==> src/rtl/quad_sum_acc_if.sv <==
// quad_sum_acc_if: bundles the start/busy/done handshake, the four shifted
// operand lanes and the sum/overflow result between the calculator control
// side (master) and the quad_sum_acc accumulator (slave).
interface quad_sum_acc_if;
  logic       start;
  logic [7:0] shiftVal0;
  logic [7:0] shiftVal1;
  logic [7:0] shiftVal2;
  logic [7:0] shiftVal3;
  logic       busy;
  logic       done;
  logic [9:0] sum;
  logic       ovf;

  modport master (
    output start, shiftVal0, shiftVal1, shiftVal2, shiftVal3,
    input  busy, done, sum, ovf
  );

  modport slave (
    input  start, shiftVal0, shiftVal1, shiftVal2, shiftVal3,
    output busy, done, sum, ovf
  );
endinterface : quad_sum_acc_if

==> src/rtl/quad_sum_acc.sv <==
// quad_sum_acc: sequential four-operand accumulator behind the quad shift
// stage. On an accepted start it captures shiftVal0..3, then adds one
// operand per clock into a 10-bit accumulator and publishes the result with
// a one-cycle done pulse four cycles later.
//
// Optional feature: define QUAD_SUM_OVF_EN to build the overflow flag
// register (set when the final sum does not fit in 8 bits). Without it the
// ovf output is tied low.
module quad_sum_acc (
  input  logic           clk,
  input  logic           rst_n,
  quad_sum_acc_if.slave  bus
);

  typedef enum logic [1:0] {
    IDLE = 2'd0,
    ACC  = 2'd1,
    DONE = 2'd2
  } state_t;

  state_t     state_q;
  logic [7:0] op_q [4];
  logic [9:0] acc_q;
  logic [9:0] sum_q;
  logic [1:0] idx_q;
  logic       busy_q;
  logic       done_q;

  logic       accept_d;
  logic       last_add_d;
  logic [9:0] acc_d;

  // Start acceptance and the running add; start is ignored while accumulating.
  // NOTE: every always_comb output is given a default first so no path can
  // leave it unassigned and infer a latch.
  always_comb begin
    accept_d   = 1'b0;
    last_add_d = 1'b0;
    acc_d      = acc_q + {2'b00, op_q[idx_q]};
    if (state_q != ACC) begin
      accept_d = bus.start;
    end
    if ((state_q == ACC) && (idx_q == 2'd3)) begin
      last_add_d = 1'b1;
    end
  end

  // Control FSM with registered busy/done, operand capture and accumulation.
  // NOTE: sequential state uses non-blocking assignments only, so every
  // register samples the pre-edge values of the others.
  always_ff @(posedge clk) begin
    if (!rst_n) begin
      state_q <= IDLE;
      // NOTE: the small operand file is explicitly cleared because a reset
      // must discard any partially captured operation.
      for (int i = 0; i < 4; i++) begin
        op_q[i] <= '0;
      end
      acc_q  <= '0;
      sum_q  <= '0;
      idx_q  <= '0;
      busy_q <= 1'b0;
      done_q <= 1'b0;
    end else begin
      unique case (state_q)
        IDLE, DONE: begin
          done_q <= 1'b0;
          if (accept_d) begin
            op_q[0] <= bus.shiftVal0;
            op_q[1] <= bus.shiftVal1;
            op_q[2] <= bus.shiftVal2;
            op_q[3] <= bus.shiftVal3;
            acc_q   <= '0;
            idx_q   <= '0;
            busy_q  <= 1'b1;
            state_q <= ACC;
          end else begin
            busy_q  <= 1'b0;
            state_q <= IDLE;
          end
        end
        ACC: begin
          acc_q <= acc_d;
          idx_q <= idx_q + 2'd1;
          if (last_add_d) begin
            sum_q   <= acc_d;
            busy_q  <= 1'b0;
            done_q  <= 1'b1;
            state_q <= DONE;
          end
        end
        default: begin
          busy_q  <= 1'b0;
          done_q  <= 1'b0;
          state_q <= IDLE;
        end
      endcase
    end
  end

  assign bus.busy = busy_q;
  assign bus.done = done_q;
  assign bus.sum  = sum_q;

`ifdef QUAD_SUM_OVF_EN
  logic ovf_q;

  // Overflow flag tracks the published sum: loaded on the final add, held after.
  always_ff @(posedge clk) begin
    if (!rst_n) begin
      ovf_q <= 1'b0;
    end else if (last_add_d) begin
      ovf_q <= |acc_d[9:8];
    end
  end

  assign bus.ovf = ovf_q;
`else
  assign bus.ovf = 1'b0;
`endif

endmodule : quad_sum_acc

==> src/flat_wrapper.sv <==
// flat-port wrapper written by rule: the top's interface ports become plain ports
module quad_sum_acc_flat 
  (clk, rst_n, bus_start, bus_shiftVal0, bus_shiftVal1, bus_shiftVal2, bus_shiftVal3, bus_busy, bus_done, bus_sum, bus_ovf);
  quad_sum_acc_if bus_i ();
  input  logic clk;
  input  logic rst_n;
  input wire logic [$bits(bus_i.start)-1:0] bus_start;
  input wire logic [$bits(bus_i.shiftVal0)-1:0] bus_shiftVal0;
  input wire logic [$bits(bus_i.shiftVal1)-1:0] bus_shiftVal1;
  input wire logic [$bits(bus_i.shiftVal2)-1:0] bus_shiftVal2;
  input wire logic [$bits(bus_i.shiftVal3)-1:0] bus_shiftVal3;
  output wire logic [$bits(bus_i.busy)-1:0] bus_busy;
  output wire logic [$bits(bus_i.done)-1:0] bus_done;
  output wire logic [$bits(bus_i.sum)-1:0] bus_sum;
  output wire logic [$bits(bus_i.ovf)-1:0] bus_ovf;
  assign bus_i.start = bus_start;
  assign bus_i.shiftVal0 = bus_shiftVal0;
  assign bus_i.shiftVal1 = bus_shiftVal1;
  assign bus_i.shiftVal2 = bus_shiftVal2;
  assign bus_i.shiftVal3 = bus_shiftVal3;
  assign bus_busy = bus_i.busy;
  assign bus_done = bus_i.done;
  assign bus_sum = bus_i.sum;
  assign bus_ovf = bus_i.ovf;
  quad_sum_acc u_core (.clk(clk), .rst_n(rst_n), .bus(bus_i));
endmodule
==> config.mk <==
export PLATFORM = sky130hd
export DESIGN_NAME = quad_sum_acc_flat
export DESIGN_NICKNAME = d
export VERILOG_FILES = /design/src/rtl/quad_sum_acc_if.sv /design/src/rtl/quad_sum_acc.sv /design/src/flat_wrapper.sv
export SDC_FILE = /design/constraint.sdc
export NUM_CORES = 1
export LEC_CHECK = 0
export CAP_MARGIN = 40
export CORE_UTILIZATION = 45
export CTS_BUF_LIST = sky130_fd_sc_hd__clkbuf_4 sky130_fd_sc_hd__clkbuf_8
export DETAILED_ROUTE_END_ITERATION = 16
export GPL_TIMING_DRIVEN = 0
export PLACE_DENSITY = 0.68
export SYNTH_ARGS = -nofsm -noshare
export SYNTH_HDL_FRONTEND = slang
export SYNTH_SLANG_ARGS = --single-unit
export TNS_END_PERCENT = 20
==> constraint.sdc <==
create_clock -name clk -period 4.85 [get_ports clk]
set_clock_uncertainty 0.05 [all_clocks]
set_input_delay 0.97 -clock clk [delete_from_list [all_inputs] [get_ports clk]]
set_output_delay 0.97 -clock clk [all_outputs]
set_load 0.05 [all_outputs]
* Word level (Yosys, flattened, before mapping) *
Memories as Yosys holds them, arrays and structs flattened. A register that Yosys moved wholly into a read port is not among the register bits.
Index checks and enable logic that the tools add are counted.

word-level totals
  flip-flop bits (word level) = 26
  memory bits (writable) = 32
  bits of input ports = 35
  output and inout bits = 13
  word-level logic and storage cells = 48
  memories = 1

memory list
  memory       words  bits a word  read ports  clocked after Yosys merged registers in  wr ports  line                text
  u_core.op_q  4      8            1           1                                        4         quad_sum_acc.sv:22  logic [7:0] op_q [4];

operators by class
  $add $sub $neg = 2
  equal/unequal tests = 6
  mux-type cells = 22
  bitwise operators = 4
  reductions and logical operators = 7

operators by type and width
  cell                 number
  $mux 8               4
  $pmux 10 s2          1
  $add 10x8->10        1
  $mux 10              1
  $mux 1               9
  $mux 2               4
  $pmux 2 s2           2
  $ne 2x1->1 const B   3
  $reduce_and 2->1     3
  $eq 2x2->1 const B   2
  $or 1x1->1           4
  $add 2x1->2 const B  1
  $eq 2x1->1 const B   1
  $logic_not 2->1      1
  $pmux 1 s2           1
  $reduce_bool 2->1    1
  $reduce_or 2->1      1
  $logic_and 1x1->1    1

* Depth between registers and ports, before layout *
  depth in word-level cells = 7
  depth in mapped cells = 10

* Worst setup path before layout *
Ideal clock, no wire load.

  path kind = input port to flip-flop
  from = input bus_start
  to = register u_core.acc_q[3]
  arrival = 2536 ps
  required time = 4683 ps
  setup slack = 2147 ps
  stages = 4
  path buffers = 0
  cells stage by stage = nor2b_2 nand2b_1 nor2_2 a22o_1

on the way
  longest elaborated chain between the ends = 3

ends and longest elaborated chain
  item                        line                text
  start: declaration          flat_wrapper.sv:7   input wire logic [$bits(bus_i.start)-1:0] bus_start;
  $mux 1                      quad_sum_acc.sv:40  if (state_q != ACC) begin
  $ne 2x1->1 (no line)        n/a
  $reduce_and 2->1 (no line)  n/a
  end signal: assignment      quad_sum_acc.sv:59  acc_q <= '0;
  end signal: assignment      quad_sum_acc.sv:73  acc_q <= '0;
  end signal: assignment      quad_sum_acc.sv:83  acc_q <= acc_d;
  end: declaration            quad_sum_acc.sv:23  logic [9:0] acc_q;

No other way between the ends.
A chain may end at the register's enable or synchronous reset.

* Worst setup path after layout *
Ends and elaborated chain as after synthesis.

==> results.toml <==
[placed_design]
dpl.cell_count = 375
io_buffer_count = 46
place.gp.congestion = 0.872
hpwl_mm = 4.28

[floorplan]
coreArea_um2 = 5990
die_h_um = 81.5
dieWidth_um = 81.5
start_util = 0.475
dieArea_um2 = 6640
num_io_pins = 48
fp-row-count = 28

[timing]
slew_violations = 0
finalSetupTns_ns = 0
worst_pin_slew_ns = 0.785
max_freq_mhz = 350
fin_crit_ns = 2.86
slew_headroom = 0.477
finalSetupViolations = 0
rsz0062_at_grt = "false"
finalCritPeriodShare = 0.589
hold_viol = 0

[logic_synthesis]
ys_seq_area_frac = 0.535
syn_area_um2 = 2840
synth.area.mux_share = 0.0669
synthSimpleGateAreaFrac = 0.189
yosys.area.top_type_share = 0.338
synthTopCellsByArea = "edfxtp_1 34%, dfxtp_1 20%, and3_1 7.0%, mux4_2 6.3%, ha_1 4.0%"
syn_inst = 254
synth-edff-count = 32
syn-num-nets = 299
synthAdderAreaFrac = 0.0467
synth_top_family_by_area = "simple AND/OR/NAND/NOR gates"
synth-xor-area-share = 0.0154
ys_warn_count = 0
async_flop_share = 0
syn_avg_cell_area_um2 = 11.2
synthFlopType = "edfxtp_1"
synth_cell_types = 51
ys_seq_elements = 60
yosysTopAreaCell = "edfxtp_1"
synth_compound_area_frac = 0.114

[setup_path]
r2r_cells = 10
critPathLaunchType = "input pin"
slowest_delay_ns = 0.70
crit_chain = "clkdlybuf4s50_1 > nor2b_2 > nand2b_2 > nor2_2 > a22o_1"
worst-setup-path-type = "in2reg"
cpMaxStageDelayCell = "nand2b_2"
crit_path_max_fanout = 33
end_kind = "flop"
required_ns = 5.03
cp.arrival_ns = 3.03

[layout]
area_growth_pct = 26.5
layout_common_cells = "46 x clkdlybuf4s50_1, 32 x and3_1, 32 x edfxtp_1"
fin_nets = 356
layout_commonest_cell = "clkdlybuf4s50_1"
final_cells = 391
diodes = 0
drive_gt1_frac = 0.120

[clocking]
cts_tree = "yes"
clk_latency_ns = 0.34
numCtsBuffers = 9
cts-root-buf = "clkbuf_8"
cts_buffer_depth = 2
cts.sinks = 60
h-tree-depth = 3
holdBufCountCts = 0
clk_pin_slew_worst_paths_ns = 0.06
cts_resized = 0
postCtsSetupBuffers = 0

[routing]
remaining_drc_errors = 0
wl_per_cell_um = 14.8
dr.pass1.iters = 4
vias = 2118
ant_nets = 0
drtIter0Drc = 83
vias_per_cell = 5.42
wirelength_mm = 5.80

[run]
maxCapViolations = 0

[hold_path]
holdPathStages = 2
min_path_type = "reg2reg"

[global_route]
grt_use_total = 0.196
grt_max_degree = 34
grt_overflow_total = 0
grt_pass1_vias = 1946
antenna_found_initial = 0
grt_pass1_wl_mm = 9.35

[pwr]
p_leak_nw = 1.41
powerDensity_nw_per_um2 = 343
peakVddDrop_uv = 199

[status]
outcome = "finished, final reports clean"
[layer usage]
layer / vias up / track usage / wire (µm)
li1: 1057 / - / -
met1: 979 / 0.258 / 2660
met2: 71 / 0.304 / 2720
met3: 11 / 0.0544 / 321
met4: 0 / 0.0821 / 91
met5: - / 0 / 0
[final cells by class]
type | count | area, µm²
tap | 75 | 93.8
multi-input combinational | 174 | 1240
sequential | 60 | 1520
buffer | 15 | 68.8
fill | 501 | 2390
timing repair buffer | 46 | 460
inverter | 5 | 18.8
clock buffer | 13 | 160
clock inverter | 3 | 37.5
[flip-flops by register name (all words and copies together), names as in the netlist, named ones only]
signal / cells
u_core.acc_q: 10
u_core.bus.sum: 10
u_core.idx_q: 2
u_core.state_q: 2
u_core.bus.busy: 1
u_core.bus.done: 1
u_core.op_q: 32
[worst max-delay path: cells and delay by family]
family | cells | cell delay [ns]
compound gates | 1 | 0.29
simple gates | 3 | 1.24
buf+inv | 1 | 0.51
[kinds of logic (layout without fill, tap and decap cells)]
| logic type | Yosys count | count (layout) |
|---|---|---|
| multiplexers | 9 | 9 |
| other | 1 | 1 |
| adder cells (fa/ha/maj) | 10 | 10 |
| flip-flops | 60 | 60 |
| AND/OR/NAND/NOR | 100 | 100 |
| XOR/XNOR | 5 | 5 |
| AO/OA/AOI/OAI | 49 | 49 |
| buffers and inverters | 20 | 82 |
[per-stage QoR]
stage	cell area, µm²	total power [mW]	hold slack (ns)	utilization	setup WS, ns
after floorplan	2840	0.724	0.382	-	2.15
after global placement	3400	0.790	0.392	0.567	1.05
after detailed placement	3400	0.792	0.397	0.567	1.61
after CTS	3600	1.24	0.406	0.600	1.97
after global routing	3600	1.28	0.423	0.600	1.82
final	3600	1.23	0.402	0.600	1.99
[Yosys cell counts, types with 5 or more instances]
library cell / number
and3_1: 32
edfxtp_1: 32
dfxtp_1: 28
nand2_1: 24
nor2_1: 18
a21oi_1: 15
o21ai_0: 10
ha_1: 9
clkbuf_1: 8
mux4_2: 8
nand3_1: 6
inv_1: 5
[final timing paths]
| kind | startpoint | endpoint | slack (ns) |
|---|---|---|---|
| min | u_core.bus.sum[0] | u_core.bus.sum[0] | 0.40 |
| max | bus_start | u_core.acc_q[3] | 1.99 |
| max reg2reg | flop | u_core.acc_q[8] | 2.06 |
| min reg2reg | u_core.bus.sum[0] | u_core.bus.sum[0] | 0.40 |
[report_power, final]
part	internal, mW	switching [mW]	leakage (nW)
Combinational	0.0925	0.105	0.738
Sequential	0.573	0.0111	0.573
Clock	0.265	0.185	0.103
(Power assumes the default switching activity.)
